$ cat src/rtl/display_scan_controller_pkg.sv
// Shared types and constants for the 4-digit 7-segment scan controller.
package display_scan_controller_pkg;
  localparam int NUM_DIGITS = 4;

  typedef enum logic {BLANK, ON} state_e;

  localparam logic [7:0]            SEG_OFF = 8'hFF;
  localparam logic [NUM_DIGITS-1:0] AN_OFF  = 4'hF;

  typedef logic [1:0] idx_t;
endpackage

$ cat src/rtl/display_scan_controller_if.sv
// Update handshake and display bus between a host and the scan controller.
interface display_scan_controller_if;
  import display_scan_controller_pkg::*;

  logic [15:0]           value_in;
  logic [NUM_DIGITS-1:0] dp_in;
  logic                  lz_suppress;
  logic                  upd_req;
  logic                  upd_ack;
  logic [NUM_DIGITS-1:0] an;
  logic [7:0]            seg;
  logic                  frame_done;

  modport master (
    output value_in, dp_in, lz_suppress, upd_req,
    input  upd_ack, an, seg, frame_done
  );

  modport slave (
    input  value_in, dp_in, lz_suppress, upd_req,
    output upd_ack, an, seg, frame_done
  );
endinterface

$ cat src/rtl/display_scan_controller_seven_segment.sv
// BCD to active-low segment decoder, bits 6:0 = g..a; non-BCD codes go dark.
module display_scan_controller_seven_segment (
  input  logic [3:0] digit,
  output logic [6:0] seg_n
);
  always_comb begin
    seg_n = 7'h7F;
    case (digit)
      4'd0: seg_n = 7'h40;
      4'd1: seg_n = 7'h79;
      4'd2: seg_n = 7'h24;
      4'd3: seg_n = 7'h30;
      4'd4: seg_n = 7'h19;
      4'd5: seg_n = 7'h12;
      4'd6: seg_n = 7'h02;
      4'd7: seg_n = 7'h78;
      4'd8: seg_n = 7'h00;
      4'd9: seg_n = 7'h10;
      default: seg_n = 7'h7F;
    endcase
  end
endmodule

$ cat src/rtl/display_scan_controller.sv
// Time-multiplexed 4-digit scan with blanking gaps; shadow contents are only
// replaced at frame boundaries so a frame never mixes old and new digits.
module display_scan_controller
  import display_scan_controller_pkg::*;
#(
  parameter int DIGIT_CYCLES = 100000,
  parameter int BLANK_CYCLES = 1000
) (
  input logic                      clk,
  input logic                      rst,
  display_scan_controller_if.slave bus
);
  localparam int            CW         = $clog2(DIGIT_CYCLES);
  localparam logic [CW-1:0] CNT_LAST   = CW'(DIGIT_CYCLES - 1);
  localparam logic [CW-1:0] BLANK_LAST = CW'(BLANK_CYCLES - 1);

  state_e                state_q, state_d;
  idx_t                  idx_q, idx_d;
  logic [CW-1:0]         cnt_q, cnt_d;
  logic [15:0]           val_q, val_d;
  logic [NUM_DIGITS-1:0] dp_q, dp_d;
  logic                  lz_q, lz_d;
  logic                  valid_q, valid_d;
  logic [NUM_DIGITS-1:0] an_q, an_d;
  logic [7:0]            seg_q, seg_d;
  logic                  ack_q, ack_d;
  logic                  fd_q, fd_d;

  logic                  slot_end;
  logic [NUM_DIGITS-1:0] lz_hide;
  logic [3:0]            nib;
  logic [6:0]            dec_seg;

  // A digit is hidden only if it and every higher digit are zero; digit0 always shows.
  assign lz_hide = {lz_q && (val_q[15:12] == 4'h0),
                    lz_q && (val_q[15:8]  == 8'h0),
                    lz_q && (val_q[15:4]  == 12'h0),
                    1'b0};

  assign nib = val_q[{idx_q, 2'b00} +: 4];

  display_scan_controller_seven_segment u_dec (
    .digit (nib),
    .seg_n (dec_seg)
  );

  assign slot_end = (cnt_q == CNT_LAST);

  always_comb begin
    state_d = state_q;
    idx_d   = idx_q;
    cnt_d   = slot_end ? '0 : cnt_q + CW'(1);
    val_d   = val_q;
    dp_d    = dp_q;
    lz_d    = lz_q;
    valid_d = valid_q;
    ack_d   = 1'b0;
    fd_d    = 1'b0;
    an_d    = AN_OFF;
    seg_d   = SEG_OFF;

    case (state_q)
      BLANK: if (cnt_q == BLANK_LAST) state_d = ON;
      ON: begin
        if (slot_end) begin
          state_d = BLANK;
          idx_d   = idx_q + idx_t'(1);
          if (idx_q == idx_t'(NUM_DIGITS - 1)) begin
            fd_d = 1'b1;
            if (bus.upd_req) begin
              val_d   = bus.value_in;
              dp_d    = bus.dp_in;
              lz_d    = bus.lz_suppress;
              valid_d = 1'b1;
              ack_d   = 1'b1;
            end
          end
        end
      end
      default: state_d = BLANK;
    endcase

    // idx only moves when leaving ON, so idx_q is the slot being lit.
    if (state_d == ON && valid_q && !lz_hide[idx_q]) begin
      an_d  = ~(AN_OFF'(1) << idx_q);
      seg_d = {~dp_q[idx_q], dec_seg};
    end
  end

  always_ff @(posedge clk or posedge rst) begin
    if (rst) begin
      state_q <= BLANK;
      idx_q   <= '0;
      cnt_q   <= '0;
      val_q   <= '0;
      dp_q    <= '0;
      lz_q    <= 1'b0;
      valid_q <= 1'b0;
      an_q    <= AN_OFF;
      seg_q   <= SEG_OFF;
      ack_q   <= 1'b0;
      fd_q    <= 1'b0;
    end else begin
      state_q <= state_d;
      idx_q   <= idx_d;
      cnt_q   <= cnt_d;
      val_q   <= val_d;
      dp_q    <= dp_d;
      lz_q    <= lz_d;
      valid_q <= valid_d;
      an_q    <= an_d;
      seg_q   <= seg_d;
      ack_q   <= ack_d;
      fd_q    <= fd_d;
    end
  end

  assign bus.an         = an_q;
  assign bus.seg        = seg_q;
  assign bus.upd_ack    = ack_q;
  assign bus.frame_done = fd_q;
endmodule
$ cat src/flat_wrapper.sv
// flat-port wrapper written by rule: the top's interface ports become plain ports
module display_scan_controller_flat import display_scan_controller_pkg::*;
#(
  parameter int DIGIT_CYCLES = 100000,
  parameter int BLANK_CYCLES = 1000
)
  (clk, rst, bus_value_in, bus_dp_in, bus_lz_suppress, bus_upd_req, bus_upd_ack, bus_an, bus_seg, bus_frame_done);
  display_scan_controller_if bus_i ();
  input logic clk;
  input logic rst;
  input wire logic [$bits(bus_i.value_in)-1:0] bus_value_in;
  input wire logic [$bits(bus_i.dp_in)-1:0] bus_dp_in;
  input wire logic [$bits(bus_i.lz_suppress)-1:0] bus_lz_suppress;
  input wire logic [$bits(bus_i.upd_req)-1:0] bus_upd_req;
  output wire logic [$bits(bus_i.upd_ack)-1:0] bus_upd_ack;
  output wire logic [$bits(bus_i.an)-1:0] bus_an;
  output wire logic [$bits(bus_i.seg)-1:0] bus_seg;
  output wire logic [$bits(bus_i.frame_done)-1:0] bus_frame_done;
  assign bus_i.value_in = bus_value_in;
  assign bus_i.dp_in = bus_dp_in;
  assign bus_i.lz_suppress = bus_lz_suppress;
  assign bus_i.upd_req = bus_upd_req;
  assign bus_upd_ack = bus_i.upd_ack;
  assign bus_an = bus_i.an;
  assign bus_seg = bus_i.seg;
  assign bus_frame_done = bus_i.frame_done;
  display_scan_controller #(.DIGIT_CYCLES(DIGIT_CYCLES), .BLANK_CYCLES(BLANK_CYCLES)) u_core (.clk(clk), .rst(rst), .bus(bus_i));
endmodule
$ cat config.mk
export PLATFORM = sky130hd
export DESIGN_NAME = display_scan_controller_flat
export DESIGN_NICKNAME = d
export VERILOG_FILES = /design/src/rtl/display_scan_controller_pkg.sv /design/src/rtl/display_scan_controller_if.sv /design/src/rtl/display_scan_controller_seven_segment.sv /design/src/rtl/display_scan_controller.sv /design/src/flat_wrapper.sv
export SDC_FILE = /design/constraint.sdc
export NUM_CORES = 1
export LEC_CHECK = 0
export CORE_ASPECT_RATIO = 2
export CORE_MARGIN = 5
export CORE_UTILIZATION = 54
export DETAILED_ROUTE_END_ITERATION = 10
export PLACE_DENSITY = 0.8
export SYNTH_ARGS = -nofsm -noshare
export SYNTH_HDL_FRONTEND = slang
export SYNTH_SLANG_ARGS = --single-unit
$ cat constraint.sdc
create_clock -name clk -period 2.3 [get_ports clk]
set_input_delay 0.23 -clock clk [delete_from_list [all_inputs] [get_ports clk]]
set_output_delay 0.23 -clock clk [all_outputs]
set_load 0.03 [all_outputs]
### After elaboration in Yosys (flattened, before gate mapping)

Memories as Yosys holds them, arrays and structs flattened.
Index checks and enable logic that the tools add are counted.

| cells by class | value |
|---|---|
| add/subtract/negate cells | 2 |
| magnitude comparators | 1 |
| eq/ne operators | 3 |
| shifts and indexed selects | 2 |
| muxes and demuxes | 17 |
| bitwise logic cells | 3 |
| reductions and logical operators | 11 |

Operators by type and width:

| kind | count |
|---|---|
| adder 17 x 1 -> 17 bit (second input constant) | 1 |
| equality test 17 x 10 -> 1 bit (second input constant) | 1 |
| equality test 17 bit (second input constant) | 1 |
| 2-to-1 mux 17 bit | 1 |
| indexed part select 16 x 5 -> 4 bit | 1 |
| zero test 12 bit | 1 |
| 2-to-1 mux 1 bit | 11 |
| zero test 8 bit | 1 |
| 2-to-1 mux 8 bit | 1 |
| logical AND 1 bit | 5 |
| binary-select mux 1 bit (select 2 bit) | 2 |
| zero test 4 bit | 1 |
| 2-to-1 mux 4 bit | 1 |
| inverter 4 bit | 1 |
| AND reduction 4 bit | 1 |
| left shift 1 x 2 -> 4 bit (first input constant) | 1 |
| < comparator 2 x 3 -> 1 bit (second input constant) | 1 |
| adder 2 x 1 -> 2 bit (second input constant) | 1 |
| equality test 2 bit (second input constant) | 1 |
| inverter 1 bit | 2 |
| case mux 1 bit (2 select lines) | 1 |
| AND reduction 2 bit | 1 |
| zero test 1 bit | 1 |

| word-level totals | value |
|---|---|
| flip-flop bits (word level) | 56 |
| bits in read-only memories | 112 |
| input port bits | 24 |
| output and inout port bits | 14 |
| logic and storage cells | 51 |
| memories kept | 1 |

Memory list:

| name | words | width | read ports | clocked after Yosys merged registers in | write ports | RTL line | source |
|---|---|---|---|---|---|---|---|
| (name not given) | 16 | 7 | 1 | 0 | 0 | display_scan_controller_seven_segment.sv:8 | `case (digit)` |

### Longest topological paths before layout

| logic depth | value |
|---|---|
| depth after elaboration | 7 |
| depth in mapped cells | 8 |
| depth with buffers taken out | 7 |

### By module

Synthesis repeated with hierarchy kept, for this count alone.

| second synthesis, totals | value |
|---|---|
| cell total of the unflattened synthesis | 224 |
| area total of the unflattened synthesis | 2798.9 um^2 |

By module, submodules not included:

| module | times used | cells each | area an instance (um^2) | seq. area each (um^2) |
|---|---|---|---|---|
| display_scan_controller | 1 | 191 | 2588.7 | 1416.4 |
| display_scan_controller_seven_segment | 1 | 33 | 210.2 | 0.0 |

### Least setup slack after synthesis

No wires, ideal clock.

| timing | value |
|---|---|
| path type | reg-to-reg |
| start | register u_core.cnt_q[0] |
| end | register u_core.val_q[10] |
| setup time | 0.125 ns |
| arrival | 1.793 ns |
| required time | 2.175 ns |
| slack | 0.382 ns |
| stages on the path, launching flop included | 9 |
| buffers on the path | 3 |
| period minus slack after synthesis | 1.918 ns |
| cells stage by stage | dfrtp_1 ha_1 and3_1 buf_4 and3_1 buf_4 nand4_4 buf_6 mux2_4 |

| on the way | value |
|---|---|
| longest elaborated chain between the ends | 2 |

RTL lines:

| what | RTL line | source |
|---|---|---|
| start: declaration | display_scan_controller.sv:19 | `logic [CW-1:0] cnt_q, cnt_d;` |
| start signal: assignment | display_scan_controller.sv:106 | `cnt_q <= cnt_d;` |
| equality test 17 bit | display_scan_controller.sv:47 | `assign slot_end = (cnt_q == CNT_LAST);` |
| AND reduction 4 bit (no line) | - |  |
| end signal: assignment | display_scan_controller.sv:107 | `val_q <= val_d;` |
| end: declaration | display_scan_controller.sv:20 | `logic [15:0] val_q, val_d;` |

Every way passes these cells.
A chain may end at the register's enable or synchronous reset.

### Worst setup path in the final report

| timing | value |
|---|---|
| start | register u_core.idx_q[1] |
| end | register u_core.seg_q[2], in the netlist u_core.bus.seg[2] |

| on the way | value |
|---|---|
| longest elaborated chain between the ends | 5 |
| elaborated cells between the ends (all ways) | 7 |
| those cells by class | 1 x shift; 3 x mux; 2 x reduce/logical; 1 x memory |

RTL lines:

| what | RTL line | source |
|---|---|---|
| start: declaration | display_scan_controller.sv:18 | `idx_t idx_q, idx_d;` |
| start signal: assignment | display_scan_controller.sv:105 | `idx_q <= idx_d;` |
| parallel branches: the longest is 4 deep, another holds memory read (16 x 7 bit) | - |  |
| 2-to-1 mux 8 bit * | display_scan_controller.sv:84 | `if (state_d == ON && valid_q && !lz_hide[idx_q]) begin` |
| named net u_core.seg_d[2] | display_scan_controller.sv:25 | `logic [7:0] seg_q, seg_d;` |
| end signal: assignment | display_scan_controller.sv:112 | `seg_q <= seg_d;` |
| end: declaration | display_scan_controller.sv:25 |  |

Mark *: on every way through the listed nets, which the timed path passes. The select of a mux whose other input is x is not followed.

==> reports/results.txt <==
dpl hpwl -> 4.162 mm
Post-synth EDFFs -> 0
crit path DAT -> 2.34 ns
Initial DRC Count -> 42
reg2reg end -> u_core.bus.seg[2]
largest stage delay on the critical path -> 0.62 ns
# nets final -> 283
unrepaired setup endpoints after global routing -> false
PnR Total Power -> 1680 µW
routed vias -> 1787
area leader, netlist -> dfrtp_1
r2r startpoint -> u_core.idx_q[1]
Clock transition at path regs -> 0.09 ns
Seq. cell area -> 0.001416 mm²
aggregate global-route resource usage -> 17.91%
drt pass-1 iters -> 4
multi-input logic area -> 0.001216 mm²
layout cells sized above 1 -> 23.29%
Top FF cell, synth -> dfrtp_1
pwr/cell area -> 512.6 mW/mm²
FMAX -> 475.3 MHz
Post-CTS Setup Bufs -> 0
synth warn -> 0
Syn Nets -> 245
Max-slew headroom -> 42.36%
CTS Buffer Depth -> 2
Sequential Power Share -> 58.6%
worst path buffer plus inverter count -> 2
Syn Area/Cell -> 13.10 µm²
Rows -> 36
vias per cell -> 5.840
gate count of the mapped netlist -> 210
clk_lat worst skew -> 0.31 ns
Die Footprint -> 0.006707 mm²
clk_skew -> 0.004515 ns
Ports -> 38
slowest stage cell, crit path -> dfrtp_1
area share of the largest cell type after synthesis -> 40.04%
CP delay by family, top -> flip-flops
R2R depth -> 6
outcome -> complete, no violations
antenna cells -> 0
Static Leak -> 0.001518 µW
area grow syn2layout -> 19.15%
clk root buf -> clkbuf_8
Net Switching -> 334.2 µW
top post-synthesis cells by area -> dfrtp_1 40%, dfstp_2 11%, mux2_4 10%, ha_1 5.0%, mux4_2 4.1%
final-layout fill cell count -> 377
Setup crit end kind -> flop
post-cts resize count -> 0
setup_tns -> 0 ns
crit start category -> flop
most common cell in the netlist -> dfrtp_1
worst-path cell chain -> mux4_2 -> inv_1 -> ha_1 -> inv_1 -> or3_1 -> nand4_1
worst path required time -> 2.54 ns
DRC -> 0
total core area -> 0.004910 mm²
CTS buffer count -> 5
Cell variety after synth -> 43
Max Cap Viol -> 0
Remaining Overflow, GRT -> 0
Worst-Margin Slew -> 0.8607 ns
min Tclk post-route -> 2.104 ns
Total Routed Length -> 5.416 mm
Reg2Reg Setup Slack -> 0.20 ns
Synth async-reset ratio -> 100.0%
WP depth -> 6
Max IR drop VDD -> 0.5372 mV
clock share of power -> 37.6%
fin crit share -> 91.48%
Final Wtd Congestion -> 0.8945
CTS H-tree lvls -> 2
initial core utilization -> 56.01%
crit path to -> u_core.bus.seg[2]
Internal -> 1346 µW
CTS tree -> built
Crit. Startpoint -> u_core.idx_q[1]
min-delay worst type -> in -> async
Final setup viols -> 0
synth cell count leaders -> 44 x dfrtp_1, 19 x mux2_4, 12 x dfstp_2, 12 x nand4_1, 11 x ha_1
vias in the first global route -> 1930
hold bufs inserted after CTS -> 0
Seq cells post-synth -> 56
sequential cell area fraction in the yosys report -> 51.50%
WL per Instance -> 17.70 µm
Logic pwr share -> 3.7%
Die Span Y -> 110.9 µm
Slew Viols, Final -> 0
area of the mapped netlist -> 0.002750 mm²
largest net degree at the start of global routing -> 23
Buffers on Ports -> 37
initial antenna violation count -> 0
Die X -> 60.46 µm
Net Sw Frac -> 19.89%
Top cell by count, worst path -> inv_1
CTS sink cnt -> 56
final count of hold timing violations -> 0
Final ANT Viol Nets -> 0
global-route wire length before repair -> 9.080 mm
CP Class -> reg -> reg
Crit Path Max Fanout -> 9
## final cells by class
class                      count  share of cell area [%]
clock buffer                   6                   2.215
timing repair buffer          43                   13.06
tap                           57                   2.176
clock inverter                 2                   1.069
multi-input combinational    132                   37.11
sequential                    56                   43.22
inverter                      10                   1.145
## metrics by stage
step                worst slack [ns]  area, µm²  instances  utilization [%]  hold WS, ns
CTS                           0.1941       3277        306            66.74       0.2414
finish                        0.1960       3277        306            66.74       0.2376
floorplan                     0.3816       2750        210                -       0.3785
detailed placement            0.2205       3169        298            64.55       0.4404
global placement              0.2885       3169        298            64.55       0.4393
global route                 0.05164       3277        306            66.74       0.2501
## power groups by stage
stage | logic (µW) | registers (µW) | clock network, µW
floorplan | 15.1 | 1000 | 0
global placement | 63.6 | 1000 | 0
detailed placement | 64.7 | 1000 | 0
CTS | 65.0 | 985 | 647
global route | 69.7 | 985 | 694
finish | 62.7 | 985 | 632
## sequential cells by signal, summed over array words and instances (netlist names)
signal,flops
u_core.dp_q,4
u_core.state_q,1
u_core.bus.an,4
u_core.bus.frame_done,1
u_core.idx_q,2
u_core.valid_q,1
u_core.cnt_q,17
u_core.bus.seg,8
u_core.bus.upd_ack,1
u_core.lz_q,1
u_core.val_q,16
## layout by cell type (no fill, tap or decap), types with 6 or more instances in the layout
cell	instances
dfrtp_1	44
clkdlybuf4s50_1	37
mux2_4	19
nand4_1	12
dfstp_2	12
ha_1	11
inv_1	9
nand3_1	9
nor2_1	9
xor2_1	8
and3_1	7
xnor2_1	6
## cells by family (layout without fill, tap and decap cells)
logic type	Yosys count	after routing	synth area share (%)
muxes	29	29	16.42
buffers and inverters	22	61	4.277
DFF	56	56	51.50
xor gates and xnor gates	14	14	4.459
adders and majority gates	11	11	5.004
AOI/OAI and AO/OA	17	17	4.322
and+or+nand+nor	61	61	14.01
## layer usage
metal	wire (µm)	GRT usage (%)
met3	182	3.380
met4	136	8.683
met1	1890	18.26
met5	0	0
met2	3207	32.66
## worst reg2reg max path, delay by kind of cell, from the launching register on
kind | cells | cell delay, ns
muxes | 1 | 0.60
adders and majority gates | 1 | 0.18
DFF | 1 | 0.62
buffers and inverters | 2 | 0.19
and+or+nand+nor | 2 | 0.46
## worst min path at each step
stage,endpoint,slack (ns),depth (start not counted)
6_report,u_core.cnt_q[16],0.24,2
5_1_grt,u_core.bus.frame_done,0.25,2
4_1_cts,u_core.cnt_q[16],0.24,2
3_5_place_dp,u_core.valid_q,0.44,2
3_3_place_gp,u_core.valid_q,0.44,2
2_1_floorplan,u_core.val_q[10],0.38,1
No activity file was read; power rests on OpenSTA's default activity.
==> patch 1: new RTL, same settings <==
Take the reset off `val_q` and `dp_q` and load them in a clocked block of their own.
--- a/src/rtl/display_scan_controller.sv
+++ b/src/rtl/display_scan_controller.sv
@@ -92,8 +92,6 @@
       state_q <= BLANK;
       idx_q   <= '0;
       cnt_q   <= '0;
-      val_q   <= '0;
-      dp_q    <= '0;
       lz_q    <= 1'b0;
       valid_q <= 1'b0;
       an_q    <= AN_OFF;
@@ -104,8 +102,6 @@
       state_q <= state_d;
       idx_q   <= idx_d;
       cnt_q   <= cnt_d;
-      val_q   <= val_d;
-      dp_q    <= dp_d;
       lz_q    <= lz_d;
       valid_q <= valid_d;
       an_q    <= an_d;
@@ -115,6 +111,11 @@
     end
   end
 
+  always_ff @(posedge clk) begin
+    val_q <= val_d;
+    dp_q  <= dp_d;
+  end
+
   assign bus.an         = an_q;
   assign bus.seg        = seg_q;
   assign bus.upd_ack    = ack_q;
Function: no difference found for any inputs over 10 cycles, from zero or initial values and one cycle with rst high; that may be too few to reach the edited logic, so the function may still have changed.
==> patch 1 against the original RTL <==
Worst setup slack improved by 0.064 ns. Power shrank 2.2%. Clock power is 12% lower. Sequential cell count is the same. Design area shrank 7.6%. Area after synthesis decreased by 9.4%. First-iteration DRC count is 64% lower. Count of clock-buffer cells in the layout shrank 1. Routed wire length shrank 28%.
==> patch 1: results (changes against the original RTL) <==
outcome: "finished clean"
rrSetupSlack_ns: 0.26  # +0.06 ns
wirelength_um: 3900  # -28%
worstMarginPinSlew_ns: 0.462  # -0.398 ns
crit_slowest_cell: "a211oi_4"
track_usage_pct: 14.3  # -3.6 points
synth.net_count: 221  # -9.8%
cp_top_family: "compound AO/OA/AOI/OAI gates"
drt-met1-wl_um: 1490  # -21%
max_stage_delay_ns: 0.44  # -0.18 ns
met2_usage_pct: 25.6  # -7.0 points
globalRouteMet1Util_pct: 15.4  # -2.8 points
synth_cell_types: 40  # -7.0%
drt-initial-drc-count: 15  # -64%
grt_max_degree: 37  # +61%
async_reset_ff_share_pct: 64.3  # -36 points
synth_edf_count: 20  # +20
dp_slack_ns: 0.261  # +0.0403 ns
path_max_fanout: 12  # +3
nNetsFinal: 264  # -6.7%
yosysSeqAreaShare_pct: 60.9  # +9.4 points
post-dp-hpwl_um: 2990  # -28%
synthTopCellsByArea: "dfrtp_1 (24%), edfxtp_1 (24%), dfstp_2 (13%)"
wl_met2_um: 2160  # -33%
route.vias.total: 1533  # -14%
finalCritPeriodShare_pct: 88.7  # -2.8 points
synthTopCellsByCount: "dfrtp_1 (24), edfxtp_1 (20), nand2_1 (18)"
[patch 1: cell types whose count changed after synthesis, moves of 3 or more]
cell      unedited run  this run
and3_1               7         4
nand2_1              5        18
clkbuf_1             3         0
xor2_1               8         5
mux2_4              19         1
edfxtp_1             0        20
o21ai_0              3         6
nand4_1             12         7
and4_1               4         0
dfrtp_1             44        24
[patch 1: kinds of logic (layout without fill, tap and decap cells)]
kind of cell | after synthesis | in the layout | synth area share, %
AOI/OAI and AO/OA | 16 | 16 | 4.37
xor gates and xnor gates | 13 | 13 | 4.57
adders and majority gates | 11 | 11 | 5.52
buffers and inverters | 13 | 57 | 2.46
DFF | 56 | 56 | 60.9
muxes | 12 | 12 | 7.28
and+or+nand+nor | 65 | 65 | 14.9
[patch 1: worst reg2reg max path, delay by kind of cell (launching register included)]
| family | cells | cell delay (ns) |
|---|---|---|
| flops | 1 | 0.43 |
| fa+ha+maj | 1 | 0.23 |
| simple gates | 3 | 0.52 |
| compound gates | 2 | 0.61 |
| buf+inv | 1 | 0.17 |
[patch 1: metrics by stage]
stage	instances	total power, mW	cell area [µm²]	hold slack, ns	utilization (%)
2_1_floorplan	186	1.06	2490	0.329	-
3_3_place_gp	277	1.10	2930	0.457	64.3
3_5_place_dp	277	1.11	2930	0.468	64.3
4_1_cts	285	1.67	3030	0.309	66.5
5_1_grt	285	1.70	3030	0.356	66.5
6_report	285	1.64	3030	0.307	66.5
[patch 1: cell type report]
class | instances | area, µm²
clock buffers | 5 | 68.8
clock inverters | 3 | 28.8
fillers | 353 | 1530
inverters | 8 | 30.0
multi-input cells | 117 | 913
flip-flops and latches | 56 | 1520
well taps | 55 | 68.8
repair buffers | 41 | 400
[patch 1: power groups by stage]
stage          clock network, mW  logic (mW)  registers [mW]
2_1_floorplan                  0     0.00921            1.05
3_3_place_gp                   0      0.0513            1.05
3_5_place_dp                   0      0.0524            1.05
4_1_cts                    0.582      0.0526            1.03
5_1_grt                    0.612      0.0568            1.03
6_report                   0.558      0.0512            1.03
[patch 1: path summary, 6_finish.rpt]
check / start / to / cells past startpoint
min in group clk: bus_value_in[7] / u_core.val_q[7]$_DFFE_PP_ / 1
hold reg to reg: u_core.valid_q$_DFFE_PP0P_ / u_core.valid_q$_DFFE_PP0P_ / 1
setup reg to reg: u_core.cnt_q[0]$_DFF_PP0_ / u_core.bus.seg[0]$_DFF_PP1_ / 7
setup / recovery: u_core.cnt_q[0]$_DFF_PP0_ / u_core.bus.seg[0]$_DFF_PP1_ / 7
max in group asynchronous: rst / u_core.bus.seg[4]$_DFF_PP1_ / 3
hold / removal: rst / u_core.idx_q[0]$_DFFE_PP0P_ / 3
==> patch 2: new RTL, config.mk and constraints unchanged <==
Made on the original files. `BLANK_CYCLES` is set to 1000 in 2 places; all go to 750.
--- a/src/rtl/display_scan_controller.sv
+++ b/src/rtl/display_scan_controller.sv
@@ -4,7 +4,7 @@
   import display_scan_controller_pkg::*;
 #(
   parameter int DIGIT_CYCLES = 100000,
-  parameter int BLANK_CYCLES = 1000
+  parameter int BLANK_CYCLES = 750
 ) (
   input logic                      clk,
   input logic                      rst,
--- a/src/flat_wrapper.sv
+++ b/src/flat_wrapper.sv
@@ -2,7 +2,7 @@
 module display_scan_controller_flat import display_scan_controller_pkg::*;
 #(
   parameter int DIGIT_CYCLES = 100000,
-  parameter int BLANK_CYCLES = 1000
+  parameter int BLANK_CYCLES = 750
 )
   (clk, rst, bus_value_in, bus_dp_in, bus_lz_suppress, bus_upd_req, bus_upd_ack, bus_an, bus_seg, bus_frame_done);
   display_scan_controller_if bus_i ();
Check against the original RTL: no difference found for any inputs over 10 cycles, from zero or initial values and one cycle with rst high; that may be too few to reach the edited logic, so the function may still have changed.
==> patch 2 against the original RTL <==
Clock power decreased by 17%. Via count increased by 7.1%. Area after synthesis decreased by 4.5%. Sequential cell count unchanged. Combinational power fell by 1%. Power fell by 6.4%. Worst setup slack lost 0.029 ns. Sequential power is essentially flat. Die area shrank 3.9%. Routed wire length down 6.7%. Maximum frequency decreased by 1.4%. Design area decreased by 3.6%. Sequential share of layout area rose by 1.6 points. Critical path depth increased by 1.
==> patch 2: results (changes against the original RTL) <==
outcome: "finished clean"
peakVddDrop_mv: 0.418  # -22%
synthCells: 256  # +22%
wirelength_um: 5060  # -6.7%
globalRouteMet1Util_pct: 19.2  # +0.95 points
wl_per_cell_um: 14.4  # -19%
dpl.cell_count: 342  # +15%
cp_top_family: "simple AND/OR/NAND/NOR gates"
firstDrtPassIters: 4  # unchanged
max_stage_delay_ns: 0.57  # -0.05 ns
worstMarginPinSlew_ns: 0.509  # -0.352 ns
yosysSeqAreaShare_pct: 53.9  # +2.4 points
synth_cell_types: 39  # -9.3%
grt_first_pass_wirelength_um: 8570  # -5.6%
cp.arrival_ns: 2.39  # +0.05 ns
nNetsFinal: 329  # +16%
synth.net_count: 291  # +19%
hp-class: "in -> async"
crit_slowest_cell: "or4b_4"
drt-initial-drc-count: 40  # -4.8%
track_usage_pct: 17.6  # -0.28 points
io_buffers: 37  # unchanged
leakage_nw: 1.45  # -4.7%
antenna_found_initial: 0  # unchanged
async_reset_ff_share_pct: 100  # unchanged
route.vias.total: 1914  # +7.1%
clock_path_buffers: 2  # unchanged
drive_gt1_share_pct: 12.5  # -11 points
gr-usage-met3_pct: 2.25  # -1.1 points
cts_buffers: 5  # unchanged
root_buffer: "clkbuf_8"
regMostFlops: "u_core.cnt_q"
antenna_cells: 0  # unchanged
drc: 0  # unchanged
ys.warnings.count: 0  # unchanged
clkTransAtPathRegs_ns: 0.10
post-dp-hpwl_um: 3910  # -6.0%
worstSkewPairLatency_ns: 0.31  # about the same
synthTopCellsByCount: "nand2_1 (82), dfrtp_1 (44), nor2_1 (13)"
htree_levels: 2  # unchanged
gp_congestion: 0.831  # -7.1%
synthTopCellsByArea: "dfrtp_1 (42%), dfstp_2 (12%), nand2_1 (12%)"
finalClockSkew_ns: 0.00997  # +0.00546 ns
synth_ff_type: "dfrtp_1"
finalMaxSlewViolations: 0  # unchanged
met2_usage_pct: 32.2  # -0.42 points
grt_max_degree: 34  # +48%
path_max_fanout: 10  # +1
largest_reg_flops: 17  # unchanged
-- patch 2: worst paths after layout --
| path | start | end | slack (ns) | cells after the start |
|---|---|---|---|---|
| worst max-delay path | u_core.cnt_q[8]$_DFF_PP0_ | u_core.bus.an[2]$_DFF_PP1_ | 0.17 | 7 |
| worst min-delay path | rst | u_core.cnt_q[10]$_DFF_PP0_ | 0.26 | 2 |
| worst max register to register | u_core.cnt_q[8]$_DFF_PP0_ | u_core.bus.an[2]$_DFF_PP1_ | 0.17 | 7 |
| worst min register to register | u_core.dp_q[0]$_DFFE_PP0P_ | u_core.dp_q[0]$_DFFE_PP0P_ | 0.48 | 2 |
| max in group asynchronous | rst | u_core.cnt_q[16]$_DFF_PP0_ | 1.49 | 3 |
| min in group clk | bus_value_in[3] | u_core.val_q[3]$_DFFE_PP0P_ | 0.43 | 3 |
-- patch 2: stage by stage --
stage | area (µm²) | utilization (%) | hold slack [ns] | worst slack [ns]
5_1_grt | 3160 | 65.6 | 0.297 | 0.0570
3_5_place_dp | 3050 | 63.3 | 0.445 | -0.0170
6_report | 3160 | 65.6 | 0.257 | 0.167
4_1_cts | 3140 | 65.2 | 0.264 | 0.102
3_3_place_gp | 3050 | 63.3 | 0.436 | 0.0316
2_1_floorplan | 2630 | - | 0.342 | 0.464
-- patch 2: report_power, final --
| group | total (mW) | internal (mW) | switching (mW) |
|---|---|---|---|
| Clock | 0.525 | 0.211 | 0.314 |
| Combinational | 0.0619 | 0.0377 | 0.0243 |
| Sequential | 0.985 | 0.985 | 0 |
-- patch 2: kinds of logic (layout without fill, tap and decap cells) --
logic type	Yosys count	in the layout	share of synthesized area (%)
AOI/OAI and AO/OA	12	12	3.00
and+or+nand+nor	131	131	23.5
adders and majority gates	11	11	5.24
xor gates and xnor gates	16	16	5.33
buffers and inverters	23	62	3.95
muxes	7	7	5.10
DFF	56	56	53.9
-- patch 2: timing repair --
| item | CTS | global route |
|---|---|---|
| buffers inserted | 0 | 2 |
| hold buffers | 0 | 0 |
| endpoints found under the hold margin | 0 | 0 |
| setup endpoints to repair | 1 | 1 |
| resized for setup | 1 | 0 |
| pin swaps | 0 | 1 |
-- patch 2: layout make-up --
| class | count | area (µm²) |
|---|---|---|
| clock buffers | 5 | 68.8 |
| clock inverters | 3 | 18.8 |
| fillers | 398 | 1660 |
| inverters | 11 | 41.3 |
| multi-input cells | 177 | 1110 |
| flip-flops and latches | 56 | 1420 |
| well taps | 57 | 71.3 |
| repair buffers | 43 | 428 |
-- patch 2: routing by layer --
metal,vias up,routed length [µm]
li1,914,-
met1,944,1800
met2,45,2910
met3,11,182
met4,0,162
met5,-,0
